## config.mk

```make
export PLATFORM = sky130hd
export DESIGN_NAME = hazard_forward_ctrl
export DESIGN_NICKNAME = d
export VERILOG_FILES = /design/src/rtl/hazard_forward_ctrl.sv
export SDC_FILE = /design/constraint.sdc
export NUM_CORES = 1
export LEC_CHECK = 0
export BUFFER_PORTS_ARGS = -buffer_cell sky130_fd_sc_hd__clkbuf_2
export CELL_PAD_IN_SITES_DETAIL_PLACEMENT = 2
export CELL_PAD_IN_SITES_GLOBAL_PLACEMENT = 2
export CORE_UTILIZATION = 31
export CTS_CLUSTER_DIAMETER = 60
export DETAILED_ROUTE_END_ITERATION = 7
export PLACE_DENSITY_LB_ADDON = 0.05
export SYNTH_ARGS = -nofsm -noshare
export SYNTH_HDL_FRONTEND = slang
export SYNTH_SLANG_ARGS = --single-unit
export TNS_END_PERCENT = 10
```

## constraint.sdc

```tcl
create_clock -name clk -period 3 [get_ports clk]
set_clock_uncertainty 0.2 [all_clocks]
set_input_delay 0.6 -clock clk [delete_from_list [all_inputs] [get_ports clk]]
set_output_delay 0.6 -clock clk [all_outputs]
set_load 0.01 [all_outputs]
```

## src/rtl/hazard_forward_ctrl.sv

```systemverilog
// Hazard detection, operand forwarding and pipeline hold control with multi-cycle
// load-use bubbles, data-memory wait handling, deferred kills and stall/flush counters.
module hazard_forward_ctrl #(
    parameter int REG_ADDR_W  = 3,
    parameter int NUM_SRC     = 2,
    parameter int LOAD_LAT    = 1,
    parameter int ZERO_REG_EN = 1,
    parameter int CNT_W       = 16
) (
    input  logic                          clk,
    input  logic                          reset,
    input  logic                          id_valid,
    input  logic [NUM_SRC*REG_ADDR_W-1:0] id_rs,
    input  logic [NUM_SRC-1:0]            id_rs_used,
    input  logic [REG_ADDR_W-1:0]         ex_rd,
    input  logic [REG_ADDR_W-1:0]         mem_rd,
    input  logic [REG_ADDR_W-1:0]         wb_rd,
    input  logic                          ex_regwr,
    input  logic                          mem_regwr,
    input  logic                          wb_regwr,
    input  logic                          ex_memrd,
    input  logic                          mem_busy,
    input  logic                          kill,
    input  logic                          clr_cnt,
    output logic [NUM_SRC*2-1:0]          forward,
    output logic                          stall,
    output logic                          bubble,
    output logic                          freeze,
    output logic [CNT_W-1:0]              stall_cnt,
    output logic [CNT_W-1:0]              flush_cnt,
    output logic [1:0]                    state
);

    generate
        if ((LOAD_LAT < 1) || (LOAD_LAT > 3)) begin : g_bad_load_lat
            $error("hazard_forward_ctrl: LOAD_LAT must lie in 1..3");
        end
    endgenerate

    typedef enum logic [1:0] {
        ST_RUN       = 2'd0,
        ST_HOLD_LOAD = 2'd1,
        ST_HOLD_MEM  = 2'd2
    } state_t;

    localparam logic [1:0] LOAD_INIT = 2'(LOAD_LAT - 1);

    state_t               state_q, state_d;
    logic [1:0]           cnt_q, cnt_d;
    logic                 kill_pend_q, kill_pend_d;
    logic [CNT_W-1:0]     stall_cnt_q, stall_cnt_d;
    logic [CNT_W-1:0]     flush_cnt_q, flush_cnt_d;
    logic [NUM_SRC*2-1:0] fwd_s;
    logic                 hazard_s;
    logic                 stall_s;
    logic                 bubble_s;
    logic                 freeze_s;
    logic                 kill_apply_s;

    function automatic logic src_match(input logic                  used,
                                       input logic [REG_ADDR_W-1:0] rs,
                                       input logic [REG_ADDR_W-1:0] rd,
                                       input logic                  regwr);
        logic zero_blocked;
        zero_blocked = (ZERO_REG_EN != 0) && (rs == {REG_ADDR_W{1'b0}});
        src_match    = used && regwr && (rs == rd) && !zero_blocked;
    endfunction

    // Per-source forward select (EX > MEM > WB) and load-use detection
    always_comb begin
        logic [REG_ADDR_W-1:0] rs_s;
        fwd_s    = {(NUM_SRC*2){1'b0}};
        hazard_s = 1'b0;
        rs_s     = {REG_ADDR_W{1'b0}};
        for (int i = 0; i < NUM_SRC; i++) begin
            rs_s = id_rs[i*REG_ADDR_W +: REG_ADDR_W];
            if (src_match(id_rs_used[i], rs_s, ex_rd, ex_regwr)) begin
                fwd_s[i*2 +: 2] = 2'd1;
                if (id_valid && ex_memrd) begin
                    hazard_s = 1'b1;
                end else begin
                    hazard_s = hazard_s;
                end
            end else if (src_match(id_rs_used[i], rs_s, mem_rd, mem_regwr)) begin
                fwd_s[i*2 +: 2] = 2'd2;
            end else if (src_match(id_rs_used[i], rs_s, wb_rd, wb_regwr)) begin
                fwd_s[i*2 +: 2] = 2'd3;
            end else begin
                fwd_s[i*2 +: 2] = 2'd0;
            end
        end
    end

    // Control FSM: next state, bubble counter, kill deferral and pipeline controls
    always_comb begin
        state_d      = state_q;
        cnt_d        = cnt_q;
        kill_pend_d  = kill_pend_q;
        stall_s      = 1'b0;
        bubble_s     = 1'b0;
        freeze_s     = 1'b0;
        kill_apply_s = 1'b0;
        case (state_q)
            ST_RUN: begin
                if (mem_busy) begin
                    freeze_s    = 1'b1;
                    stall_s     = 1'b1;
                    state_d     = ST_HOLD_MEM;
                    kill_pend_d = kill_pend_q | kill;
                end else if (kill) begin
                    bubble_s     = 1'b1;
                    kill_apply_s = 1'b1;
                end else if (hazard_s) begin
                    stall_s  = 1'b1;
                    bubble_s = 1'b1;
                    cnt_d    = LOAD_INIT;
                    state_d  = (LOAD_LAT > 1) ? ST_HOLD_LOAD : ST_RUN;
                end else begin
                    state_d = ST_RUN;
                end
            end
            ST_HOLD_LOAD: begin
                // A memory wait freezes the pipe, so no bubble is consumed that cycle.
                if (mem_busy) begin
                    freeze_s    = 1'b1;
                    stall_s     = 1'b1;
                    state_d     = ST_HOLD_MEM;
                    kill_pend_d = kill_pend_q | kill;
                end else if (kill) begin
                    bubble_s     = 1'b1;
                    kill_apply_s = 1'b1;
                    cnt_d        = 2'd0;
                    state_d      = ST_RUN;
                end else begin
                    stall_s  = 1'b1;
                    bubble_s = 1'b1;
                    cnt_d    = cnt_q - 2'd1;
                    state_d  = (cnt_q <= 2'd1) ? ST_RUN : ST_HOLD_LOAD;
                end
            end
            ST_HOLD_MEM: begin
                if (mem_busy) begin
                    freeze_s    = 1'b1;
                    stall_s     = 1'b1;
                    kill_pend_d = kill_pend_q | kill;
                end else if (kill_pend_q || kill) begin
                    bubble_s     = 1'b1;
                    kill_apply_s = 1'b1;
                    kill_pend_d  = 1'b0;
                    cnt_d        = 2'd0;
                    state_d      = ST_RUN;
                end else if (cnt_q != 2'd0) begin
                    // Keep the dependent instruction parked while the load resumes.
                    stall_s  = 1'b1;
                    bubble_s = 1'b1;
                    state_d  = ST_HOLD_LOAD;
                end else begin
                    state_d = ST_RUN;
                end
            end
            default: begin
                state_d     = ST_RUN;
                cnt_d       = 2'd0;
                kill_pend_d = 1'b0;
            end
        endcase
    end

    // Saturating stall/flush counters with clear priority
    always_comb begin
        if (clr_cnt) begin
            stall_cnt_d = {CNT_W{1'b0}};
            flush_cnt_d = {CNT_W{1'b0}};
        end else begin
            if (stall_s && (stall_cnt_q != {CNT_W{1'b1}})) begin
                stall_cnt_d = stall_cnt_q + CNT_W'(1);
            end else begin
                stall_cnt_d = stall_cnt_q;
            end
            if (kill_apply_s && (flush_cnt_q != {CNT_W{1'b1}})) begin
                flush_cnt_d = flush_cnt_q + CNT_W'(1);
            end else begin
                flush_cnt_d = flush_cnt_q;
            end
        end
    end

    // State, counter and deferred-kill registers
    always_ff @(posedge clk or posedge reset) begin
        if (reset) begin
            state_q     <= ST_RUN;
            cnt_q       <= 2'd0;
            kill_pend_q <= 1'b0;
            stall_cnt_q <= {CNT_W{1'b0}};
            flush_cnt_q <= {CNT_W{1'b0}};
        end else begin
            state_q     <= state_d;
            cnt_q       <= cnt_d;
            kill_pend_q <= kill_pend_d;
            stall_cnt_q <= stall_cnt_d;
            flush_cnt_q <= flush_cnt_d;
        end
    end

    assign forward   = reset ? {(NUM_SRC*2){1'b0}} : fwd_s;
    assign stall     = stall_s & ~reset;
    assign bubble    = bubble_s & ~reset;
    assign freeze    = freeze_s & ~reset;
    assign stall_cnt = stall_cnt_q;
    assign flush_cnt = flush_cnt_q;
    assign state     = state_q;

endmodule

```

### After elaboration in Yosys (flattened, before gate mapping)

Cells that the tools add are included.

| storage, ports and cells | value |
|---|---|
| input bits | 27 |
| output and inout bits | 41 |
| register bits | 37 |

| cells by class | value |
|---|---|
| add/subtract/negate cells | 3 |
| order comparisons | 1 |
| reductions and logical operators | 35 |
| multiplexer cells | 58 |
| bitwise operators | 5 |
| eq/ne operators | 19 |

Operators with widths:

| operator | number |
|---|---|
| 2-to-1 mux 16 bit | 4 |
| 2-to-1 mux 2 bit | 17 |
| adder 16 x 1 -> 16 bit (second input constant) | 2 |
| != test 16 bit (second input constant) | 2 |
| 2-to-1 mux 1 bit | 30 |
| logical AND 1 bit | 21 |
| equality test 3 bit | 6 |
| != test 2 bit (second input constant) | 6 |
| one-hot mux 2 bit (3 select lines) | 2 |
| zero test 3 bit | 2 |
| != test 3 bit (second input constant) | 2 |
| one-hot mux 1 bit (3 select lines) | 2 |
| AND reduction 6 bit | 1 |
| nonzero test 2 bit | 3 |
| 2-to-1 mux 4 bit | 1 |
| one-hot mux 1 bit (2 select lines) | 2 |
| AND reduction 2 bit | 2 |
| bitwise AND 1 bit | 3 |
| OR reduction 3 bit | 1 |
| equality test 2 x 1 -> 1 bit (second input constant) | 1 |
| equality test 2 bit (second input constant) | 1 |
| less-or-equal comparator 2 x 1 -> 1 bit (second input constant) | 1 |
| zero test 1 bit | 2 |
| zero test 2 bit | 1 |
| other kinds (6) | 6 |

### Logic depth before layout (Yosys ltp)

| depth | value |
|---|---|
| depth after elaboration | 13 |
| mapped depth | 10 |
| depth with buffers taken out | 8 |

### Least setup slack after synthesis

OpenSTA, ideal clock, no wires.

| timing path | value |
|---|---|
| kind | input to output |
| start point | input port ex_rd[0] |
| end point | output port stall |
| stages on the path | 7 |
| data arrival time | 2.060 ns |
| buffers on the path | 2 |
| required time | 2.200 ns |
| slack | 0.140 ns |
| path through | xnor2_1 nand4_1 o22a_1 o41a_4 buf_6 buf_2 nor3_1 |

| on the way | value |
|---|---|
| word-level cells in the longest chain between the ends | 11 |
| elaborated cells on any way between the ends | 14 |
| those cells by class | 2 x eq/ne; 7 x mux; 1 x bitwise; 4 x reduce/logical |

RTL lines:

| item | RTL line | RTL |
|---|---|---|
| from (decl) | 15 | `input logic [REG_ADDR_W-1:0] ex_rd,` |
| equality test 3 bit | 66 | `src_match = used && regwr && (rs == rd) && !zero_blocked;` |
| logical AND 1 bit (2 in series) | 66 |  |
| 2-to-1 mux 1 bit | 77 | `if (src_match(id_rs_used[i], rs_s, ex_rd, ex_regwr)) begin` |
| 2-to-1 mux 1 bit | 79 | `if (id_valid && ex_memrd) begin` |
| 2-to-1 mux 1 bit * | 77 |  |
| 2-to-1 mux 1 bit * | 113 | `end else if (hazard_s) begin` |
| 2-to-1 mux 1 bit * | 110 | `end else if (kill) begin` |
| 2-to-1 mux 1 bit * | 105 | `if (mem_busy) begin` |
| one-hot mux 1 bit (3 select lines) * | 103 | `case (state_q)` |
| bitwise AND 1 bit * | 206 | `assign stall = stall_s & ~reset;` |
| to (decl) | 26 | `output logic stall,` |

Every way passes the cells marked *; elsewhere a longest branch is shown, timed or not.

### Worst setup path after layout

| timing path | value |
|---|---|
| start point | register state_q[0] (netlist: state[0]) |
| end point | output port stall |

| on the way | value |
|---|---|
| word-level cells in the longest chain between the ends | 3 |
| elaborated cells on any way between the ends | 5 |
| those cells by class | 2 x eq/ne; 1 x mux; 1 x bitwise; 1 x reduce/logical |

RTL lines:

| item | RTL line | RTL |
|---|---|---|
| from (decl) | 48 | `state_t state_q, state_d;` |
| from (signal assigned) | 197 | `state_q <= state_d;` |
| equality test 2 bit, or another cell as far along | 103 |  |
| one-hot mux 1 bit (3 select lines) * | 103 |  |
| bitwise AND 1 bit * | 206 |  |

Marks and branches as above.

==> results.toml <==
[worst_setup_path]
kind_of_cell_adding_the_most_delay_to_the_critical_path = "simple AND/OR/NAND/NOR gates"
crit_path_top_delay_cell = "sky130_fd_sc_hd__dfrtp_2"
largest_stage_delay_on_the_critical_path_ns = 0.40
crit_start = "state[0]$_DFFE_PP0P_"
regToRegStartpoint = "state[0]$_DFFE_PP0P_"
timing.critical_path.buf_inv = 2
worst_ep_required_time_ns = 2.20
path_cells = "inv_1 > ha_1 > nor3b_2 > or2_2 > a31oi_2 > o41a_4 > nor3_2 > clkbuf_2"
critical_path_arrival_ns = 2.07
worstSetupEndpointType = "output port"
path_class = "reg2out"
critical_path_peak_fanout = 6
startpoint_class_of_the_critical_path = "flip-flop"

[sta]
fin_crit_ns = 2.865
setup_viol = 0
tightest_slew_ns = 0.5911
finalHoldWorstSlack_ns = 0.2925
total_count_of_hold_check_failures_in_the_final_report = 0
grt_setup_unrepaired = "false"
final_min_period_over_clock_period_pct = 95.51
max_freq_mhz = 349.0
setup-tns-final_ns = 0
final_slew_viol_count = 0
maxSlewHeadroom_pct = 60.60

[floorplan]
num_rows = 32
start_util_pct = 32.12
chipWidth_um = 91.71
area_of_the_die_sq_mm = 0.008411
core_sq_mm = 0.007767
die-height_um = 91.71
boundaryPins = 68

[clocking]
clock_transition_time_at_the_flip_flop_clock_pins_of_the_worst_setup_and_hold_paths_ns = 0.08
cts.path.max_buffers = 2
insertion_delay_ns = 0.29
cts_inserted_buffers = 5
cts_num_sinks = 37
clock_tree.htree_level_count = 2
cts_root_buf = "sky130_fd_sc_hd__clkbuf_8"
ctsHoldBuffers = 0
clock_tree_from_tritoncts = "built"

[cells_and_area]
insertedDiodeCount = 0
final_layout_size_suffix_gt1_share_pct = 27.02
layout.core_utilization_pct = 40.21
finish.net_count = 393
areaGrowthSynthToFinish_pct = 25.18

[grt]
grtUsageTotal_pct = 19.33
first_pass_grt_wire_length_um = 13170
grt_overflow = 0
vias_in_the_first_global_route = 2616
antenna_found_initial = 0
grt_start_max_net_pins = 38

[drt]
first_iter_violations = 33
avgRoutedWirePerCell_um = 16.41
drc = 0
number_of_vias_in_the_routed_layout = 2476
routed_via_density = 5.371
final_antenna_net_count = 0
firstDrtPassIters = 4
routed_wl_um = 7565

[yosys]
synthDominantAreaCellType = "sky130_fd_sc_hd__dfrtp_1"
synth_seq_area_share_pct = 37.11
synth.cell_area_sq_mm = 0.002495
synth.ff_latch_count = 37
synthesis.yosys.warnings = 0
netlist_instances = 283
synth_top_area_share_pct = 37.11
ys_top_cells_by_area = "sky130_fd_sc_hd__dfrtp_1 37%, sky130_fd_sc_hd__xor2_1 6.0%, sky130_fd_sc_hd__xnor2_1 4.6%"
postSynthNetCount = 318
synthesis.area_per_instance_sq_um = 8.816
netlist-cell-type-count = 44

[place]
place_congestion = 0.7828
buffer_ports.inserted = 67
place_hpwl_um = 5895

[pwr]
power_report.internal_total_uw = 894.6
swShare_pct = 29.17
clock_power_share_pct = 36.4
pwr-share-seq_pct = 43.0
net_switching_uw = 368.4
power-per-cell-area_mw_per_mm2 = 404.4
leakage_nw = 1.374
combinational_power_share_pct = 20.7
peakVddDrop_uv = 173.4

[run_status]
outcome = "complete, no violations"

[worst_hold_path]
hp-class = "reg2reg"
worstHoldStart = "cnt_q[1]$_DFFE_PP0P_"

[flow_run]
cap_viol_max_count = 0
## worst register-to-register path, cell delays in order (launching register included)
cell	delay, ns
sky130_fd_sc_hd__dfrtp_2	0.40
sky130_fd_sc_hd__inv_1	0.07
sky130_fd_sc_hd__ha_1	0.26
sky130_fd_sc_hd__nor3b_2	0.19
sky130_fd_sc_hd__or2_2	0.29
sky130_fd_sc_hd__a31oi_2	0.21
sky130_fd_sc_hd__o41a_4	0.19
sky130_fd_sc_hd__buf_4	0.24
sky130_fd_sc_hd__nor4_2	0.08
sky130_fd_sc_hd__mux2_1	0.31
## cells in the mapped netlist (all sizes together)
library cell	n
a211o	1
nand3b	1
nand3	16
or4	9
clkbuf	6
mux2i	2
or2	2
o22a	1
o31ai	13
o41a	1
nor3b	1
and3	6
nor4	6
nand2b	3
a41oi	2
a21o	2
or3	8
o41ai	1
a311o	1
nand2	22
nand4	9
a21oi	16
a221oi	2
or3b	1
nor2b	4
dfrtp	37
nor4b	2
o21ai	10
mux2	4
a211oi	5
o211ai	1
buf	4
xor2	17
inv	10
nor3	7
nor2	27
a31oi	1
ha	8
and2	1
xnor2	13
## state kept, by name, indices dropped and copies added (netlist names)
register	count
flush_cnt	16
state	2
kill_pend_q	1
cnt_q	2
stall_cnt	16
## cells by family after synthesis
family / count (synthesis) / synth area share [%]
flops: 37 / 37.11
xor+xnor: 30 / 10.53
simple gates: 125 / 26.38
fa+ha+maj: 8 / 4.012
compound gates: 57 / 15.80
buf+inv: 20 / 3.561
mux: 6 / 2.608
## routing by layer
| layer | vias to the layer above | routed length, um | track usage (%) |
|---|---|---|---|
| met4 | 0 | 23 | 3.125 |
| li1 | 1179 | - | - |
| met2 | 43 | 3777 | 33.65 |
| met3 | 2 | 230 | 2.985 |
| met1 | 1252 | 3533 | 25.68 |
| met5 | - | 0 | 0 |
## cells in the final DEF, fill, tap and decap left out, types with 8 or more instances in the layout
cell type                   n
sky130_fd_sc_hd__nand4_1    9
sky130_fd_sc_hd__or3_1      8
sky130_fd_sc_hd__xor2_1    17
sky130_fd_sc_hd__ha_1       8
sky130_fd_sc_hd__nand3_1   16
sky130_fd_sc_hd__or4_1      9
sky130_fd_sc_hd__dfrtp_1   36
sky130_fd_sc_hd__a21oi_1   16
sky130_fd_sc_hd__clkbuf_2  67
sky130_fd_sc_hd__o31ai_1   13
sky130_fd_sc_hd__inv_1     10
sky130_fd_sc_hd__nor2_1    27
sky130_fd_sc_hd__xnor2_1   13
sky130_fd_sc_hd__buf_4     11
sky130_fd_sc_hd__o21ai_0    9
sky130_fd_sc_hd__nand2_1   22
## per-stage QoR
step / setup WS [ns] / std cells / power (mW) / area [sq um]
floorplan: 0.1395 / 283 / 0.7067 / 2495
global placement: 0.1488 / 453 / 0.8076 / 2989
detailed placement: 0.1333 / 453 / 0.8142 / 2989
CTS: 0.04928 / 461 / 1.285 / 3105
global route: 0.006969 / 461 / 1.336 / 3123
finish: 0.1347 / 461 / 1.263 / 3123
## final timing paths
kind | slack (ns) | end | cells past startpoint
worst min register to register | 0.29 | cnt_q[1]$_DFFE_PP0P_ | 1
worst max-delay path | 0.13 | stall | 8
min in group asynchronous | 0.35 | state[0]$_DFFE_PP0P_ | 3
max in group asynchronous | 1.90 | state[0]$_DFFE_PP0P_ | 3
worst max register to register | 0.45 | stall_cnt[5]$_DFFE_PP0P_ | 9
worst min-delay path | 0.29 | cnt_q[1]$_DFFE_PP0P_ | 1
## final cells by class
| class | count | area, sq um |
|---|---|---|
| clock buffer | 7 | 86.33 |
| clock inverter | 1 | 30.03 |
| fill | 942 | 4644 |
| inverter | 10 | 37.54 |
| multi-input combinational | 226 | 1496 |
| sequential | 37 | 927.1 |
| tap | 102 | 127.6 |
| timing repair buffer | 78 | 417.9 |
## power groups by stage
stage                     sequential, mW  combinational (mW)  clock [mW]
after floorplan                    0.551               0.155           0
after global placement             0.552               0.256           0
after detailed placement           0.553               0.262           0
after CTS                          0.543               0.264       0.478
after global routing               0.546               0.295       0.495
final                              0.543               0.261       0.459
## timing repair
action | CTS | global route
resized for setup | 0 | 5
endpoints found under the setup margin | 0 | 2
buffers inserted | 0 | 0
Power figures use the tool's default switching activity.
